===== src/rtl/sim_run_ctrl.sv =====
// Run-control block for CPU simulation benches: sequences CPU reset, counts RUN cycles and
// retires, and ends the run on a halt word, a PC self-loop or a watchdog. Optional trace: SIM_RUN_TRACE_EN.
module sim_run_ctrl #(
    parameter int          RST_CYCLES  = 4,
    parameter int          MAX_CYCLES  = 70,
    parameter int          STALL_LIMIT = 8,
    parameter logic [31:0] HALT_WORD   = 32'h1000FFFF,
    parameter int          CNT_W       = 32
) (
    input  logic             clk,
    input  logic             reset,
    input  logic [31:0]      pc,
    input  logic [31:0]      instr,
    input  logic             retire,
    output logic             cpu_reset,
    output logic             run,
    output logic             done,
    output logic             halted,
    output logic             timeout,
    output logic [CNT_W-1:0] cycle_cnt,
    output logic [CNT_W-1:0] instr_cnt,
    output logic [1:0]       state
);

    typedef enum logic [1:0] {
        ST_HOLD = 2'd0,
        ST_RUN  = 2'd1,
        ST_DONE = 2'd2
    } state_t;

    state_t             state_r, state_s;
    logic [7:0]         hold_cnt_r, hold_cnt_s;
    logic [CNT_W-1:0]   cycle_cnt_r, cycle_cnt_s;
    logic [CNT_W-1:0]   instr_cnt_r, instr_cnt_s;
    logic [31:0]        stall_cnt_r, stall_cnt_s;
    logic [31:0]        last_pc_r, last_pc_s;
    logic               done_r, done_s;
    logic               halted_r, halted_s;
    logic               timeout_r, timeout_s;
    logic               halt_hit_s, stall_hit_s, timeout_hit_s;

    // Next-state and counter update; halt detection wins over the watchdog in the same cycle.
    always_comb begin
        state_s       = state_r;
        hold_cnt_s    = hold_cnt_r;
        cycle_cnt_s   = cycle_cnt_r;
        instr_cnt_s   = instr_cnt_r;
        stall_cnt_s   = stall_cnt_r;
        last_pc_s     = last_pc_r;
        done_s        = done_r;
        halted_s      = halted_r;
        timeout_s     = timeout_r;
        halt_hit_s    = 1'b0;
        stall_hit_s   = 1'b0;
        timeout_hit_s = 1'b0;
        case (state_r)
            ST_HOLD: begin
                hold_cnt_s = hold_cnt_r + 8'd1;
                if (hold_cnt_r == 8'(RST_CYCLES - 1)) begin
                    state_s = ST_RUN;
                end else begin
                    state_s = ST_HOLD;
                end
            end
            ST_RUN: begin
                cycle_cnt_s   = cycle_cnt_r + CNT_W'(1);
                timeout_hit_s = (cycle_cnt_r == CNT_W'(MAX_CYCLES - 1));
                if (retire) begin
                    instr_cnt_s = instr_cnt_r + CNT_W'(1);
                    halt_hit_s  = (instr == HALT_WORD);
                    // A retire at the same PC extends the self-loop run; a new PC restarts it.
                    if (pc == last_pc_r) begin
                        stall_cnt_s = stall_cnt_r + 32'd1;
                        stall_hit_s = (stall_cnt_r == 32'(STALL_LIMIT - 2));
                    end else begin
                        stall_cnt_s = 32'd0;
                        last_pc_s   = pc;
                    end
                end else begin
                    instr_cnt_s = instr_cnt_r;
                end
                if (halt_hit_s || stall_hit_s) begin
                    state_s  = ST_DONE;
                    done_s   = 1'b1;
                    halted_s = 1'b1;
                end else if (timeout_hit_s) begin
                    state_s   = ST_DONE;
                    done_s    = 1'b1;
                    timeout_s = 1'b1;
                end else begin
                    state_s = ST_RUN;
                end
            end
            ST_DONE: begin
                state_s = ST_DONE;
            end
            default: begin
                state_s = ST_HOLD;
            end
        endcase
    end

    // State, counter and sticky-flag registers with synchronous bench reset.
    always_ff @(posedge clk) begin
        if (reset) begin
            state_r     <= ST_HOLD;
            hold_cnt_r  <= 8'd0;
            cycle_cnt_r <= '0;
            instr_cnt_r <= '0;
            stall_cnt_r <= 32'd0;
            last_pc_r   <= 32'd0;
            done_r      <= 1'b0;
            halted_r    <= 1'b0;
            timeout_r   <= 1'b0;
        end else begin
            state_r     <= state_s;
            hold_cnt_r  <= hold_cnt_s;
            cycle_cnt_r <= cycle_cnt_s;
            instr_cnt_r <= instr_cnt_s;
            stall_cnt_r <= stall_cnt_s;
            last_pc_r   <= last_pc_s;
            done_r      <= done_s;
            halted_r    <= halted_s;
            timeout_r   <= timeout_s;
        end
    end

`ifdef SIM_RUN_TRACE_EN
    // Retire trace and end-of-run summary for interactive debugging.
    always_ff @(posedge clk) begin
        if (!reset && state_r == ST_RUN && retire) begin
            $display("[sim_run_ctrl] cyc=%h pc=%h instr=%h", cycle_cnt_r, pc, instr);
        end
        if (!reset && state_r == ST_RUN && state_s == ST_DONE) begin
            $display("[sim_run_ctrl] end of run: halted=%0d timeout=%0d cycles=%h instrs=%h",
                     halted_s, timeout_s, cycle_cnt_s, instr_cnt_s);
            $stop;
        end
    end
`else
    // Trace disabled: the bench polls done.
`endif

    assign cpu_reset = (state_r == ST_HOLD);
    assign run       = (state_r == ST_RUN);
    assign done      = done_r;
    assign halted    = halted_r;
    assign timeout   = timeout_r;
    assign cycle_cnt = cycle_cnt_r;
    assign instr_cnt = instr_cnt_r;
    assign state     = state_r;

endmodule


===== config.mk =====
export PLATFORM = sky130hd
export DESIGN_NAME = sim_run_ctrl
export DESIGN_NICKNAME = d
export VERILOG_FILES = /design/src/rtl/sim_run_ctrl.sv
export SDC_FILE = /design/constraint.sdc
export NUM_CORES = 1
export LEC_CHECK = 0
export BUFFER_PORTS_ARGS = -buffer_cell sky130_fd_sc_hd__clkbuf_2
export CORE_MARGIN = 1
export CORE_UTILIZATION = 59
export DETAILED_ROUTE_END_ITERATION = 6
export PLACE_DENSITY = 0.92
export SLEW_MARGIN = 30
export SYNTH_ARGS = -nofsm -noshare
export SYNTH_HDL_FRONTEND = slang
export SYNTH_SLANG_ARGS = --single-unit
export TNS_END_PERCENT = 1

===== constraint.sdc =====
create_clock -name clk -period 4 [get_ports clk]
set_input_delay 0.8 -clock clk [delete_from_list [all_inputs] [get_ports clk]]
set_output_delay 0.8 -clock clk [all_outputs]
set_load 0.005 [all_outputs]

After elaboration in Yosys (flattened, before gate mapping)
Cells that the tools add are included.

Register bits: 141. Output and inout bits: 71.

Add/subtract/negate cells: 4. Equality and inequality tests: 7. Multiplexer cells: 12. Bitwise operators: 2. Reductions and logical operators: 8.

Operators by type and width (number): $add A32 B1 Y32 const B (3); $eq A32 B29 Y1 const B (1); $eq A32 B3 Y1 const B (1); $eq A32 B32 Y1 (1); $eq A32 B7 Y1 const B (1); $mux W32 (1); $add A8 B1 Y8 const B (1); $eq A8 B2 Y1 const B (1); $mux W1 (8); $pmux W2 S3 (1); $reduce_and A2 Y1 (3); $reduce_and A3 Y1 (2); $mux W2 (2); $eq A2 B1 Y1 const B (1); $eq A2 B2 Y1 const B (1); $logic_not A2 Y1 (1); $not A1 Y1 (2); $reduce_bool A2 Y1 (1); $logic_or A1 B1 Y1 (1).

Logic depth before layout (Yosys ltp)
Gate-level depths: netlist (run 1).

Depth in word-level cells: 7. Depth in mapped cells: 8. Mapped depth without buffers: 8.

Least setup slack after synthesis (run 1)
No wires, ideal clock.

Kind: input to register. Start point: input pc[2]. End point: register stall_cnt_r[10]. Required time: 3.935 ns. Data arrival time: 2.179 ns. Buffers on the path: 2. Path slack: 1.756 ns. Stages: 8. Path through: xnor2_1 -> nand4_1 -> nor4_1 -> a21oi_1 -> or2_0 -> clkbuf_1 -> clkbuf_1 -> nor2_1.

Longest elaborated chain between the ends: 2.

RTL lines: start, declared (RTL line 12) `input logic [31:0] pc,`; $eq A32 B32 Y1 (RTL line 72) `if (pc == last_pc_r) begin`; $mux W32 (RTL line 72); end signal, assigned (RTL line 120) `stall_cnt_r <= stall_cnt_s;`; end, declared (RTL line 35) `logic [31:0] stall_cnt_r, stall_cnt_s;`.

No other way between the ends. A chain may end at the register's enable or synchronous reset.

Final worst setup path (run 1)
Start point: register state_r[0], in the netlist state[0]. End point: register cycle_cnt_r[24], in the netlist cycle_cnt[24].

Longest elaborated chain between the ends: 1.

RTL lines: start, declared (RTL line 31) `state_t state_r, state_s;`; start signal, assigned (RTL line 116) `state_r <= state_s;`; $eq A2 B1 Y1 (RTL line 56) `case (state_r)`; end signal, assigned (RTL line 118) `cycle_cnt_r <= cycle_cnt_s;`; end, declared (RTL line 33) `logic [CNT_W-1:0] cycle_cnt_r, cycle_cnt_s;`.

No other way between the ends.

==> results.cfg, run 1 <==
[setup_path]
cp_slowest_cell = nor2b_1
critPathTopFamily = simple AND/OR/NAND/NOR gates
r2r-end = cycle_cnt[24]$_SDFFE_PP0P_
worstSetupPathType = flop to flop
worstPathCellList = nor2b_1 > nand3_1 > or3_1 > nor3_1 > xnor2_1 > nor2_1
reg2reg_setup_slack_ps = 1190
endpoint_kind = flop
path_buf_inv = 0
slowest_delay_ps = 740
cp_max_fo = 12
cp-start-kind = flop
worstPathRequired_ps = 4380
reg2reg_depth = 6
worstReg2RegStart = state[0]$_SDFF_PP0_
crit_arrival_ps = 3200
worst-path-stages = 6

[route]
drc = 0
ant_nets = 0
route.vias.total = 5638
first_pass_iters = 5
routed_wl_mm = 15.45
wl_per_cell_um = 15.32
via_per_inst = 5.593
drt_iter0_drc = 531

[logic_synthesis]
synth_edf_count = 0
synthArstFlopShare_pct = 0
synthFlopType = dfxtp_1
synth.largest_area_cell = dfxtp_1
synth.area.top_cells = dfxtp_1 44%, xnor2_1 9.4%, nor2_1 7.9%
ys_types = 40
ys_warn_count = 0
synth.top_cell.area_share_pct = 43.75
synth_most_common_cell = dfxtp_1
ys_seq_area_share_pct = 43.75
synthTopCellsByCount = 141 x dfxtp_1, 135 x nor2_1, 69 x xnor2_1
syn_avg_cell_area_um2 = 8.923
syn_inst = 723
syn_area_um2 = 6451
synth_seq_cells = 141
syn-num-nets = 796

[finish]
utilization_pct = 75.50
nets = 932
antenna_cells = 0
finish.instance_area_um2 = 7899
area_growth_pct = 22.44
drive_above_1_share_pct = 21.56

[placement]
pre_cts_ws_ps = 1201
dp.final_hpwl_mm = 9.865
place_area_um2 = 7244
finalWeightedCongestion = 0.8312
io_buffers = 137

[pwr]
comb_power_share_pct = 5.8
vdd_drop_max_uv = 334.8
p_int_uw = 2633
p_sw_uw = 754.6
seq_power_share_pct = 42.9
power_density_nw_per_um2 = 428.9
leakagePower_uw = 0.002991
swShare_pct = 22.28
clkPwrFrac_pct = 51.3

[floorplanning]
row_count = 37
fp.dieArea_um2 = 11360
start_util_pct = 61.66
die_h_um = 106.6
die_w_um = 106.6
ios = 138
core_region_area_um2 = 10460

[cts]
numCtsBuffers = 17
cts_tree = yes
cts_max_level = 4
ctsHoldBuffers = 0
clkLatencyLatePin_ps = 530
cts_resized = 0
cts_sinks = 141
ctsLongestPathBuffers = 2
clk_pin_slew_ps = 60
post_cts_buffers = 0
cts_root_buffer = clkbuf_8

[timing]
fmax_ghz = 0.3557
drv_slew = 0
max-slew-margin-rel_pct = 42.13
fin_crit_sh_pct = 70.29
setup_ws_ps = 1188
setup_violations = 0
final-hold-violation-count = 0
rsz0062_at_grt = no
period_minus_slack_ps = 2812
tightestPinTransition_ps = 866.2
fin_worst_skew_ps = 9.869
finalSetupTns_ps = 0
timing.hold.ws_ps = 469.1

[grt]
grt_max_degree = 60
antenna_found_initial = 0
grt_pass1_vias = 5389
globalRouteOverflowTotal = 0
grt_pass1_wl_mm = 25.07
grt_use_total_pct = 27.83

[hold_path]
holdPathStages = 2
hold_class = flop to flop
min_from = halted$_SDFFE_PP0P_
hold_path_end = halted$_SDFFE_PP0P_

[run]
cap_viol_max_count = 0

[run_status]
outcome = finished clean
[state kept, by name (all words and copies together) (netlist names)]
signal       count
cycle_cnt       32
done             1
halted           1
hold_cnt_r       8
instr_cnt       32
last_pc_r       32
stall_cnt_r     32
state            2
timeout          1
[logic make-up (layout without fill, tap and decap cells)]
logic type | count (synthesis) | after routing | synth area share [%]
AND/OR/NAND/NOR | 344 | 344 | 28.10
flip-flops | 141 | 141 | 43.75
XOR/XNOR | 119 | 119 | 16.16
buffers and inverters | 41 | 190 | 2.637
AO/OA/AOI/OAI | 40 | 40 | 3.220
multiplexers | 32 | 32 | 4.965
adder cells (fa/ha/maj) | 6 | 6 | 1.164
[tightest hold or removal path, cell delays in order (launching register included)]
cell and delay (ps):
dfxtp_1 320, inv_1 50, a21oi_1 50
[power by group through the flow]
stage,combinational (uW),sequential (uW),clock (uW)
floorplan,123,1480,0
global placement,186,1480,0
detailed placement,191,1480,0
CTS,196,1450,1750
global route,214,1460,1820
finish,195,1450,1740
[layer usage]
metal / global-route usage (%) / vias to the layer above / part of all wire (%)
li1: - / 2768 / -
met1: 31.50 / 2619 / 41
met2: 50.41 / 219 / 51
met3: 6.499 / 32 / 6.2
met4: 10.27 / 0 / 1.8
met5: 0 / - / 0
[how the worst max path moves through the flow]
| stage | slack (ps) | endpoint | startpoint |
|---|---|---|---|
| final | 1190 | cycle_cnt[24]$_SDFFE_PP0P_ | state[0]$_SDFF_PP0_ |
| after global routing | 1010 | cycle_cnt[24]$_SDFFE_PP0P_ | state[0]$_SDFF_PP0_ |
| after CTS | 1280 | cycle_cnt[24]$_SDFFE_PP0P_ | state[0]$_SDFF_PP0_ |
| after detailed placement | 1200 | stall_cnt_r[1]$_SDFFE_PP0P_ | pc[18] |
| after global placement | 1280 | stall_cnt_r[1]$_SDFFE_PP0P_ | pc[22] |
| after floorplan | 1760 | stall_cnt_r[10]$_SDFFE_PP0P_ | pc[2] |
[placed cells by master, fill, tap and decap left out, drive strengths merged]
cell type / count
or3: 15
nand4: 40
or2: 1
nand2: 38
and3b: 1
and3: 10
buf: 5
a31oi: 1
a211oi: 2
clkinv: 4
nor2b: 5
dfxtp: 141
a21oi: 21
nor3: 15
bufinv: 5
o22ai: 1
nand3: 36
nor4b: 6
clkinvlp: 3
o21ai: 15
inv: 18
nand3b: 1
or3b: 1
clkbuf: 155
and2: 1
nand2b: 1
nor4: 23
xnor2: 69
and4: 13
nor2: 135
mux2i: 32
ha: 6
or4: 2
xor2: 50
[metrics by stage]
step / power, uW / instances
3_3_place_gp: 1669 / 976
5_1_grt: 3486 / 1008
2_1_floorplan: 1602 / 723
6_report: 3387 / 1008
4_1_cts: 3395 / 1008
3_5_place_dp: 1675 / 976
[cell type report]
cell class	instances	area [um^2]
Clock inverter	13	212.7
Multi-Input combinational cell	541	3470
Inverter	17	63.81
Sequential cell	141	2823
Tap cell	136	170.2
Clock buffer	19	441.7
Timing Repair Buffer	141	718.2
Fill cell	697	2564
No activity file was read; power rests on OpenSTA's default activity.
==> run 2: changes to the inputs <==
--- a/config.mk
+++ b/config.mk
@@ -7,9 +7,9 @@
 export LEC_CHECK = 0
 export BUFFER_PORTS_ARGS = -buffer_cell sky130_fd_sc_hd__clkbuf_2
 export CORE_MARGIN = 1
-export CORE_UTILIZATION = 59
+export CORE_UTILIZATION = 49
 export DETAILED_ROUTE_END_ITERATION = 6
-export PLACE_DENSITY = 0.92
+export PLACE_DENSITY = 0.83
 export SLEW_MARGIN = 30
 export SYNTH_ARGS = -nofsm -noshare
 export SYNTH_HDL_FRONTEND = slang
==> constraint.sdc (replaced) <==
create_clock -name clk -period 2.3 [get_ports clk]
set_input_delay 0.46 -clock clk [delete_from_list [all_inputs] [get_ports clk]]
set_output_delay 0.46 -clock clk [all_outputs]
set_load 0.005 [all_outputs]
==> results.cfg, run 2 (synthesized netlist as in run 1, its figures left out) <==
[finish]
final_cells = 1056
nets = 944
area_growth_pct = 24.65
layout_common_cells = 141 x dfxtp_1, 136 x clkbuf_2, 135 x nor2_1, 69 x xnor2_1, 50 x xor2_1
seqCellArea_um2 = 2823
multi_input_area_um2 = 3470
antenna_cells = 0
fillers = 1062
layout_commonest_cell = dfxtp_1
drive_above_1_share_pct = 22.62

[route]
route.vias.total = 5540
via_per_inst = 5.246
ant_nets = 0
drt_iter0_drc = 322
wl_per_cell_um = 13.29
drc = 0
routed_wl_mm = 14.04
first_pass_iters = 4

[setup_path]
reg2reg_depth = 5
reg2reg_setup_slack_ps = 140
worstSetupPathType = flop to flop
critPathTopFamily = simple AND/OR/NAND/NOR gates
cp_slowest_cell = or3_1
endpoint_kind = flop
critical_path.most_common_cell = or3_1
cp-start-kind = flop
cp_max_fo = 13
worst-path-stages = 5
path_buf_inv = 0
worstPathRequired_ps = 2640
slowest_delay_ps = 570
worstReg2RegStart = state[0]$_SDFF_PP0_
r2r-end = cycle_cnt[23]$_SDFFE_PP0P_
endpoint = cycle_cnt[23]$_SDFFE_PP0P_
crit_arrival_ps = 2510
startpoint = state[0]$_SDFF_PP0_
worstPathCellList = nor2b_1 > nand4_1 > or3_1 > or3_1 > a21oi_1

[placement]
dp.cells = 1024
finalWeightedCongestion = 0.8231
io_buffers = 137
pre_cts_ws_ps = 116.4
dp.final_hpwl_mm = 9.809

[grt]
grt_pass1_vias = 5093
grt_max_degree = 55
globalRouteOverflowTotal = 0
grt_pass1_wl_mm = 22.81
antenna_found_initial = 0
grt_use_total_pct = 21.28

[timing]
timing.hold.ws_ps = 301.1
drv_slew = 0
rsz0062_at_grt = no
finalSetupTns_ps = 0
setup_violations = 0
setup_ws_ps = 136.2
period_minus_slack_ps = 2164
fmax_ghz = 0.4621
fin_worst_skew_ps = 14.09
final-hold-violation-count = 0
max-slew-margin-rel_pct = 62.54
fin_crit_sh_pct = 94.08
tightestPinTransition_ps = 561.9

[pwr]
power_density_nw_per_um2 = 733.7
vdd_drop_max_uv = 438.6
leakagePower_uw = 0.003069

[floorplanning]
ios = 138
start_util_pct = 50.71
core_region_area_um2 = 12720
row_count = 41
fp.dieArea_um2 = 13630
die_w_um = 116.7
die_h_um = 116.7

[cts]
cts_resized = 0
cts_tree = yes
clkLatencyLatePin_ps = 420
post_cts_buffers = 0
cts_root_buffer = clkbuf_16
numCtsBuffers = 17
cts_sinks = 141
clk_pin_slew_ps = 60
ctsLongestPathBuffers = 2
ctsHoldBuffers = 0
cts_max_level = 4

[hold_path]
hold_class = primary input to flop
holdPathStages = 3

[run_status]
outcome = finished clean

[run]
cap_viol_max_count = 0
-- run 2: cell count changes in the layout (fill, tap and decap cells not counted), sizes merged --
cell	change
clkinv	+2
buf	+12
clkinvlp	-3
inv	+1
-- run 2: worst min path at each step --
| stage | startpoint | endpoint | slack [ps] |
|---|---|---|---|
| 2_1_floorplan | halted$_SDFFE_PP0P_ | halted$_SDFFE_PP0P_ | 440 |
| 3_3_place_gp | halted$_SDFFE_PP0P_ | halted$_SDFFE_PP0P_ | 430 |
| 3_5_place_dp | halted$_SDFFE_PP0P_ | halted$_SDFFE_PP0P_ | 450 |
| 4_1_cts | pc[26] | last_pc_r[26]$_SDFFE_PP0P_ | 290 |
| 5_1_grt | pc[13] | last_pc_r[13]$_SDFFE_PP0P_ | 300 |
| 6_report | pc[26] | last_pc_r[26]$_SDFFE_PP0P_ | 300 |
-- run 2: area by class of cell --
class | count | area share, %
clock buffer | 19 | 5.632
multi-input combinational | 541 | 43.15
clock inverter | 13 | 2.598
sequential | 141 | 35.10
inverter | 17 | 0.7935
tap | 172 | 2.676
timing repair buffer | 153 | 10.05
-- run 2: worst register-to-register path: cells and delay by family, from the launching register on --
family	cells	cell delay [ps]
AOI/OAI and AO/OA	1	170
DFF	1	410
and+or+nand+nor	4	1500
-- run 2: metal layers --
layer	part of all wire (%)	wire length, um	track usage (%)	up-vias
met5	0	0	0	-
met4	0.89	125	8.101	0
met3	5.5	774	6.487	13
met2	48	6800	36.02	140
met1	45	6336	25.32	2588
li1	-	-	-	2799
-- run 2: metrics by stage --
step	total power (uW)	util [%]	cell area, um^2
4_1_cts	5951	63.21	8041
5_1_grt	6106	63.21	8041
3_5_place_dp	2924	58.01	7380
2_1_floorplan	2786	-	6451
6_report	5900	63.21	8041
3_3_place_gp	2914	58.01	7380
-- run 2: power by group --
part | switching (uW) | total, uW | internal [uW]
sequential | 41.4 | 2530 | 2490
clock | 1040 | 3030 | 1990
combinational | 181 | 343 | 162
==> run 3: changes to the inputs <==
--- a/config.mk
+++ b/config.mk
@@ -8,6 +8,7 @@
 export BUFFER_PORTS_ARGS = -buffer_cell sky130_fd_sc_hd__clkbuf_2
 export CORE_MARGIN = 1
 export CORE_UTILIZATION = 49
+export CTS_BUF_LIST = sky130_fd_sc_hd__clkbuf_16
 export DETAILED_ROUTE_END_ITERATION = 6
 export PLACE_DENSITY = 0.83
 export SLEW_MARGIN = 30
==> results.cfg, run 3 (synthesized netlist as in run 1, its figures left out) <==
[finish]
antenna_cells = 0
final_cells = 1056
nets = 944
area_growth_pct = 24.34
layout_commonest_cell = dfxtp_1
drive_above_1_share_pct = 22.40
layout_common_cells = 141 x dfxtp_1, 136 x clkbuf_2, 135 x nor2_1, 69 x xnor2_1, 50 x xor2_1

[route]
drt_iter0_drc = 336
via_per_inst = 5.264
ant_nets = 0
routed_wl_mm = 14.10
route.vias.total = 5559
drc = 0
first_pass_iters = 4
wl_per_cell_um = 13.35

[setup_path]
critical_path.most_common_cell = or3_1
worstPathCellList = nor2b_1 > nand4_1 > or3_1 > or3_1 > a21oi_1
cp-start-kind = flop
worstSetupPathType = flop to flop
crit_arrival_ps = 2510
cp_slowest_cell = or3_1
worstPathRequired_ps = 2650
slowest_delay_ps = 570
cp_max_fo = 13
endpoint_kind = flop

[floorplanning]
die_h_um = 116.7
core_region_area_um2 = 12720
die_w_um = 116.7
row_count = 41
fp.dieArea_um2 = 13630
ios = 138
start_util_pct = 50.71

[cts]
cts_tree = yes
numCtsBuffers = 17
cts_max_level = 4
cts_sinks = 141
clk_pin_slew_ps = 60
post_cts_buffers = 0
cts_root_buffer = clkbuf_16
cts_resized = 0
ctsLongestPathBuffers = 2
clkLatencyLatePin_ps = 420
ctsHoldBuffers = 0

[timing]
fmax_ghz = 0.4622
drv_slew = 0
finalSetupTns_ps = 0
final-hold-violation-count = 0
tightestPinTransition_ps = 565.1
setup_ws_ps = 136.4
period_minus_slack_ps = 2164
max-slew-margin-rel_pct = 62.33
fin_crit_sh_pct = 94.07
setup_violations = 0
fin_worst_skew_ps = 8.715
rsz0062_at_grt = no

[pwr]
vdd_drop_max_uv = 443.8
power_density_nw_per_um2 = 727.2
power_uw = 5833
leakagePower_uw = 0.003058

[placement]
pre_cts_ws_ps = 116.4
io_buffers = 137
dp.final_hpwl_mm = 9.809
dp.cells = 1024
finalWeightedCongestion = 0.8231

[hold_path]
hold_class = primary input to flop

[grt]
antenna_found_initial = 0
grt_use_total_pct = 21.44
grt_pass1_wl_mm = 22.89
grt_pass1_vias = 5069
grt_max_degree = 55
globalRouteOverflowTotal = 0

[run]
cap_viol_max_count = 0

[run_status]
outcome = finished clean
run 3: changes by cell type in the layout (fill, tap and decap cells not counted):
cell / change
clkbuf_8: -2
clkinv_1: +2
run 3: layout make-up:
cell class	instances	area [um^2]
Timing Repair Buffer	153	808.3
Fill cell	1063	4701
Sequential cell	141	2823
Clock inverter	15	216.5
Inverter	17	63.81
Multi-Input combinational cell	541	3470
Tap cell	172	215.2
Clock buffer	17	425.4
run 3: critical path, delay by kind of cell (launching register included):
family | cells | cell delay (ps)
AOI/OAI and AO/OA | 1 | 170
DFF | 1 | 410
and+or+nand+nor | 4 | 1500
run 3: through the flow:
step	area, um^2	hold slack [ps]	utilization, %
floorplan	6451	442.1	-
global placement	7380	433.0	58.01
detailed placement	7380	453.0	58.01
CTS	8021	290.0	63.05
global route	8021	299.1	63.05
finish	8021	302.1	63.05
run 3: path summary, 6_finish.rpt:
check	start	endpoint	slack [ps]	cells after the start
max	state[0]$_SDFF_PP0_	cycle_cnt[23]$_SDFFE_PP0P_	140	5
min	pc[26]	last_pc_r[26]$_SDFFE_PP0P_	300	3
max reg2reg	state[0]$_SDFF_PP0_	cycle_cnt[23]$_SDFFE_PP0P_	140	5
min reg2reg	timeout$_SDFFE_PP0P_	timeout$_SDFFE_PP0P_	500	2
run 3: metal layers:
layer	part of all wire (%)	GRT usage, %
met5	0	0
met4	0.88	8.354
met3	5.7	6.539
met2	49	35.94
met1	45	25.71
run 3: where the power goes:
part           switching [uW]  internal [uW]  total, uW
sequential               41.5           2490       2530
combinational             182            162        344
clock                    1040           1920       2960
